--- src/rtl/box_scan_ctrl.sv ---
// Point-in-box scan sequencer: walks the box table one entry per cycle against a
// latched probe and publishes a hit bitmask, any-hit flag and lowest hit index.
module box_scan_ctrl #(
  parameter  int N_BOX = 8,
  localparam int IDX_W = $clog2(N_BOX)
) (
  input  logic             Clk,
  input  logic             Reset_n,
  input  logic             start,
  input  logic             abort,
  input  logic [9:0]       probe_x,
  input  logic [9:0]       probe_y,
  output logic [IDX_W-1:0] box_idx,
  input  logic [9:0]       box_cx,
  input  logic [9:0]       box_cy,
  input  logic [9:0]       box_w,
  input  logic [9:0]       box_h,
  input  logic             box_en,
  output logic             busy,
  output logic             done,
  output logic [N_BOX-1:0] hit_mask,
  output logic             any_hit,
  output logic [IDX_W-1:0] first_hit
);

  typedef enum logic [1:0] {IDLE, SCAN, DONE} state_t;

  state_t             state, state_nxt;
  logic [9:0]         px, py;
  logic [N_BOX-1:0]   scratch, pub;
  logic [IDX_W-1:0]   first_nxt;
  logic               load, publish, last, hit;

  // 11-bit compare so center+half-size never wraps at the 1023 edge
  logic [10:0] px_w, cx_w, py_h, cy_h;
  assign px_w = {1'b0, px} + {1'b0, box_w};
  assign cx_w = {1'b0, box_cx} + {1'b0, box_w};
  assign py_h = {1'b0, py} + {1'b0, box_h};
  assign cy_h = {1'b0, box_cy} + {1'b0, box_h};
  assign hit  = box_en && (px_w >= {1'b0, box_cx}) && ({1'b0, px} <= cx_w)
                       && (py_h >= {1'b0, box_cy}) && ({1'b0, py} <= cy_h);

  assign last = (box_idx == IDX_W'(N_BOX - 1));
  assign pub  = scratch | (N_BOX'(hit) << box_idx);

  always_comb begin
    first_nxt = '0;
    for (int i = N_BOX - 1; i >= 0; i--)
      if (pub[i]) first_nxt = IDX_W'(i);
  end

  always_comb begin
    state_nxt = state;
    load      = 1'b0;
    publish   = 1'b0;
    case (state)
      IDLE: if (start) begin
        load      = 1'b1;
        state_nxt = SCAN;
      end
      SCAN: begin
        if (abort) state_nxt = IDLE;
        else if (last) begin
          publish   = 1'b1;
          state_nxt = DONE;
        end
      end
      DONE: begin
        // A start held through DONE restarts directly, giving an N_BOX+1 cycle period
        if (abort) state_nxt = IDLE;
        else if (start) begin
          load      = 1'b1;
          state_nxt = SCAN;
        end else state_nxt = IDLE;
      end
      default: state_nxt = IDLE;
    endcase
  end

  always_ff @(posedge Clk or negedge Reset_n) begin
    if (!Reset_n) state <= IDLE;
    else          state <= state_nxt;
  end

  always_ff @(posedge Clk or negedge Reset_n) begin
    if (!Reset_n) begin
      px        <= '0;
      py        <= '0;
      scratch   <= '0;
      box_idx   <= '0;
      busy      <= 1'b0;
      done      <= 1'b0;
      hit_mask  <= '0;
      any_hit   <= 1'b0;
      first_hit <= '0;
    end else begin
      busy    <= (state_nxt != IDLE);
      done    <= (state_nxt == DONE);
      box_idx <= (state == SCAN && state_nxt == SCAN) ? box_idx + 1'b1 : '0;
      if (load) begin
        px      <= probe_x;
        py      <= probe_y;
        scratch <= '0;
      end else if (state == SCAN) begin
        scratch <= pub;
      end
      if (publish) begin
        hit_mask  <= pub;
        any_hit   <= |pub;
        first_hit <= first_nxt;
      end
    end
  end

endmodule

--- config.mk ---
export PLATFORM = sky130hd
export DESIGN_NAME = box_scan_ctrl
export DESIGN_NICKNAME = d
export VERILOG_FILES = /design/src/rtl/box_scan_ctrl.sv
export SDC_FILE = /design/constraint.sdc
export NUM_CORES = 1
export LEC_CHECK = 0
export ABC_AREA = 1
export CAP_MARGIN = 5
export CORE_MARGIN = 1.5
export CORE_UTILIZATION = 55
export CTS_CLUSTER_SIZE = 10
export DETAILED_ROUTE_END_ITERATION = 10
export DONT_BUFFER_PORTS = 1
export PLACE_DENSITY = 0.74
export SYNTH_ARGS = -nofsm -noshare
export SYNTH_HDL_FRONTEND = slang
export SYNTH_SLANG_ARGS = --single-unit
--- constraint.sdc ---
create_clock -name Clk -period 4.1 [get_ports Clk]
set_input_delay 1.025 -clock Clk [delete_from_list [all_inputs] [get_ports Clk]]
set_output_delay 1.025 -clock Clk [all_outputs]
set_load 0.03 [all_outputs]
---- Word-level counts from Yosys, hierarchy flattened ----
Index checks and enable logic that the tools add are counted.
operators by class
  add/subtract/negate cells ............... 5
  order comparisons ....................... 4
  equal/unequal tests ..................... 5
  shift-type cells ........................ 1
  mux-type cells .......................... 23
  bitwise gates (word level) .............. 1
  reduce and logical (&&, ||, !) cells .... 9
operators with widths
  cell                                                  count
  adder 10 x 10 -> 11 bit                               4
  two-way mux 3 bit                                     9
  >= comparator 11 x 10 -> 1 bit                        2
  <= comparator 10 x 11 -> 1 bit                        2
  two-way mux 8 bit                                     2
  bitwise OR 8 bit                                      1
  OR reduction 8 bit                                    1
  left shift 1 x 3 -> 8 bit                             1
  two-way mux 1 bit                                     7
  two-way mux 2 bit                                     3
  one-hot mux 2 bit (3 select lines)                    1
  logical AND 1 bit                                     5
  equality test 2 x 1 -> 1 bit (second input constant)  2
  equality test 2 bit (second input constant)           2
  nonzero test 2 bit                                    2
  adder 3 x 1 -> 3 bit (second input constant)          1
  equality test 3 bit (second input constant)           1
  logical NOT 2 bit                                     1
  one-hot mux 1 bit (2 select lines)                    1
word-level totals
  register bits ........................... 47
  input bits .............................. 65
  output and inout bits ................... 17
  word-level logic and storage cells ...... 58

---- Logic depth before layout (Yosys ltp) ----
  depth in word-level cells ............... 16
  mapped depth ............................ 33

---- Worst setup path before layout ----
Ideal clock, no wire load.
  path type ............................... input -> register
  start ................................... input port box_cy[2]
  end ..................................... register first_hit[0]
  arrival time ............................ 4.034 ns
  data required time ...................... 3.983 ns
  slack ................................... -0.051 ns
  cell stages on the path ................. 30
  buffers on the path ..................... 0
  cell sequence ........................... ha_1 > a21oi_1 > nand2_1 > a21oi_1 > nor2_1 > nor2_1 > nor2_1 > nor2_1 > inv_1 > a21oi_1 > inv_1 > a21oi_1 > o21ai_0 > xor2_1 > ha_1 > inv_1 > nor2_1 > nand4_1 > nand2_1 > nor2_2 > nand3_2 > nand3_2 > nor4_2 > a21oi_1 > nand2_1 > nand2_1 > nand2_1 > nand2_1 > nand2_1 > nand2_1
between the ends
  longest elaborated chain between the ends .. 13
  elaborated cells on any way between the ends .. 15
ends and longest elaborated chain
  what                                                                              RTL line  source
  from (decl)                                                                       15        input logic [9:0] box_cy,
  adder 10 x 10 -> 11 bit / >= comparator 11 x 10 -> 1 bit (equally long branches)  39, 41
  <= comparator 10 x 11 -> 1 bit / logical AND 1 bit (equally long branches)        41        && (py_h >= {1'b0, box_cy}) && ({1'b0, py} <= cy_h);
  logical AND 1 bit (*)                                                             41
  left shift 1 x 3 -> 8 bit (*)                                                     44        assign pub = scratch | (N_BOX'(hit) << box_idx);
  bitwise OR 8 bit (*)                                                              44
  two-way mux 3 bit (7 in a row)                                                    49        if (pub[i]) first_nxt = IDX_W'(i);
  two-way mux 3 bit (*)                                                             49
  to (signal assigned)                                                              110       first_hit <= first_nxt;
  to (decl)                                                                         23        output logic [IDX_W-1:0] first_hit
Mark *: on every way between the ends. The rest lies on a longest branch, timed or not.
A chain may end at the register's enable or synchronous reset.

---- Final worst setup path ----
  start ................................... input port box_cy[2]
  end ..................................... register scratch[3]
between the ends
  longest elaborated chain between the ends .. 7
  elaborated cells on any way between the ends .. 9
ends and longest elaborated chain
  what                                                                              RTL line  source
  adder 10 x 10 -> 11 bit / >= comparator 11 x 10 -> 1 bit (equally long branches)  39, 41
  <= comparator 10 x 11 -> 1 bit / logical AND 1 bit (equally long branches)        41
  logical AND 1 bit (*)                                                             41
  left shift 1 x 3 -> 8 bit (*)                                                     44
  bitwise OR 8 bit (*)                                                              44
  two-way mux 8 bit (*)                                                             104       end else if (state == SCAN) begin
  two-way mux 8 bit (*)                                                             100       if (load) begin
  to (signal assigned)                                                              105       scratch <= pub;
  to (decl)                                                                         30        logic [N_BOX-1:0] scratch, pub;
Mark *: on every way between the ends. The rest lies on a longest branch, timed or not. The select of a mux whose other input is x is not followed.

==> summary.md <==
| Metric | Value |
|---|---|
| P_sw | `about 0.84 mW` |
| Post-synth top area cell | `dfrtp_1` |
| Worst-Skew Late Latency | `about 0.3 ns` |
| RSZ-0062 raised after global routing | `true` |
| Synth top area share | `about a quarter` |
| Synthesized area per cell | `between 7 and 8 um^2` |
| Initial Util | `between 50 and 60%` |
| Die ar. | `approximately 8900 um^2` |
| Share of cells above drive strength 1 | `between 10% and 20%` |
| Netlist cell types | `37` |
| Net count, final | `between 800 and 900` |
| F_max | `254 MHz` |
| DR vias | `roughly 4000` |
| Mapped Area | `around 4600 um^2` |
| Max Cap Viol | `0` |
| Combinational Power Share | `a little over half` |
| WL/cell | `approximately 13 um` |
| Peak supply drop | `roughly 0.19 mV` |
| Flop pwr share | `between 20 and 30%` |
| Core Box Area | `around 8000 um^2` |
| Reg clk slew, reported paths | `approximately 0.090 ns` |
| Worst-path fanout max | `3` |
| #FFs+latches synth | `47` |
| Skew final | `~0.011 ns` |
| Max clock buf depth | `2` |
| Routed Antenna Nets | `0` |
| Post-Layout Inst Area | `between 5000 and 6000 um^2` |
| Synth Instances | `~620` |
| WP data arrival | `4.11 ns` |
| Root buf cell | `clkbuf_8` |
| Post-DR vias/cell | `roughly 5.3` |
| Worst EP required | `4.27 ns` |
| DRT Pass-1 Iters | `4` |
| DRT Wirelength | `10.2 mm` |
| Tot GR Track Use | `roughly a quarter` |
| Commonest non-fill, non-tap cell in the layout | `nand2_1` |
| Clk sinks | `47` |
| # diodes | `0` |
| Tmin final | `~3.9 ns` |
| Most frequent cells in the layout | `nand2_1 (163), inv_1 (97), ha_1 (79)` |
| Largest net degree at the start of global routing | `between 40 and 50` |
| Post-Syn Nets | `a little under 800` |
| Grt ovf | `0` |
| Switching fraction of total power | `between 40 and 50%` |
| Setup violators final | `0` |
| DR DRC count | `0` |
| Pwr/cell area | `389 nW/um^2` |
| Top post-synthesis cells by area | `dfrtp_1 (26%), ha_1 (22%), nand2_1 (13%)` |
| Fill cells | `~750` |
| Crit path kind | `primary input to flip-flop` |
| Vias in the first global route | `about 4000` |
| CTS Buf Count | `5` |
| Initial DRC count | `around 130` |
| Cell internal pwr | `1.16 mW` |
| Static leakage | `about 2.9 nW` |
| Tightest Pin Transition | `around 0.74 ns` |
| M3 GR Usage | `between 4 and 5%` |
| Die H | `94.5 um` |
| IO Port Bufs | `0` |
| Worst Setup End Kind | `flip-flop` |
| Slew HR | `50.5%` |
| CTS tree | `yes` |
| Ys Warns | `0` |
| Total negative setup slack | `0 ns` |
| Status | `complete, no violations` |
| Area delta synth->final | `11.9%` |
| Die X | `between 90 and 100 um` |
| GRT Max-Usage Layer | `met2` |
| Placed Area | `~4900 um^2` |
| # hold bufs at CTS | `0` |
| Fin crit share | `96.0%` |
| Cell Rows | `33` |
| First-pass GRT wire length | `about 17 mm` |
| Routability Congestion | `between 0.8 and 0.9` |
| Io pins | `about 80` |
| GRT met2 Usage | `between 40% and 50%` |
| Seq/Total Area, Yosys | `between 20 and 30%` |
| DP HPWL | `8.47 mm` |
| Crit start category | `primary input` |
| Hold Path Class | `primary input to asynchronous set/reset pin` |
| Power share of the clock group | `roughly 18%` |
| H-tree depth | `2` |
| Endpoints failing hold | `0` |
| Total Power | `2.01 mW` |
| Slew Limit Fails | `0` |
| Antenna violations before repair | `0` |
| Met1 Use GR | `28.4%` |
[power by group through the flow]
| stage | sequential, mW | combinational (mW) | clock (mW) |
|---|---|---|---|
| floorplan | 0.569 | 0.810 | 0 |
| CTS | 0.577 | 1.04 | 0.361 |
| global placement | 0.585 | 0.995 | 0 |
| global route | 0.585 | 1.25 | 0.376 |
| detailed placement | 0.586 | 1.04 | 0 |
| finish | 0.577 | 1.08 | 0.351 |
[routing by layer]
layer | vias up | routed length [um]
li1 | 2050 | -
met1 | 1850 | 4410
met2 | 84 | 5090
met3 | 12 | 543
met4 | 0 | 123
met5 | - | 0
[synthesized netlist by cell type, drive strengths merged]
| library cell | n |
|---|---|
| o21bai | 3 |
| inv | 103 |
| a31oi | 5 |
| nand2 | 172 |
| nand3 | 19 |
| xnor2 | 16 |
| nor2 | 57 |
| nand3b | 1 |
| dfrtp | 47 |
| nor3 | 3 |
| o31ai | 1 |
| a21o | 5 |
| fa | 4 |
| a211oi | 2 |
| a21boi | 2 |
| clkbuf | 5 |
| ha | 82 |
| nand4 | 6 |
| o21ai | 24 |
| nor4 | 1 |
| a21oi | 44 |
| o21a | 3 |
| clkinv | 2 |
| xor2 | 15 |
[metrics by stage]
step,hold slack (ns),instances,setup WS (ns),util (%)
2_1_floorplan,0.469,622,0.0104,-
3_3_place_gp,0.502,748,-0.201,60.2
3_5_place_dp,0.507,748,-0.355,60.2
4_1_cts,0.391,756,0.0267,61.7
5_1_grt,0.381,758,-0.187,63.1
6_report,0.402,758,0.166,63.1
[area by class of cell]
type / count / area [um^2] / area share (%)
clock buffer: 5 / 68.8 / 1.33
clock inverter: 3 / 47.5 / 0.922
inverter: 105 / 394 / 7.64
multi-input combinational: 465 / 3130 / 60.7
sequential: 47 / 1180 / 22.8
tap: 105 / 131 / 2.55
timing repair buffer: 28 / 210 / 4.08
[registers in the layout, summed over array words and instances, names as in the netlist, 2 cells and up]
name       cells
scratch        8
py            10
hit_mask       8
state          2
box_idx        3
px            10
first_hit      3
[worst max-delay path: stages]
cell      delay (ns)
ha_4            0.23
a21oi_2         0.14
nand2_2         0.07
a21oi_2         0.12
nor2_1          0.05
nor2_1          0.13
nor2_1          0.06
nor2_1          0.08
inv_1           0.05
a21oi_2         0.13
inv_1           0.06
a21oi_2         0.12
o21ai_1         0.08
xor2_1          0.15
ha_1            0.29
inv_1           0.05
nor2_2          0.12
nand4_1         0.09
nand2_1         0.08
nor2_2          0.04
nand3_2         0.10
nand3_4         0.09
nor2_4          0.11
nand3_1         0.11
o21ai_2         0.20
inv_2           0.06
a211oi_1        0.25
[what timing repair did]
action / CTS / global route
pin swaps: 0 / 8
endpoints found under the setup margin: 3 / 20
buffers inserted: 0 / 2
gates resized for setup: 1 / 23
[kinds of logic after synthesis]
family | synth area share (%)
adder cells (fa/ha/maj) | 24.0
flip-flops | 25.5
AO/OA/AOI/OAI | 11.1
XOR/XNOR | 5.89
buffers and inverters | 9.18
AND/OR/NAND/NOR | 24.3
[path summary, 6_finish.rpt]
check | startpoint | endpoint | slack [ns] | depth (start not counted)
worst max-delay path | box_cy[2] | scratch[3] | 0.17 | 27
worst max register to register | px[2] | first_hit[0] | 0.51 | 33
worst min-delay path | Reset_n | hit_mask[0] | 0.40 | 0
max in group asynchronous | Reset_n | px[6] | 3.60 | 0
min in group Clk | scratch[2] | scratch[2] | 0.52 | 2
worst min register to register | scratch[2] | scratch[2] | 0.52 | 2
Note: power is estimated with default switching activity, not from simulation.
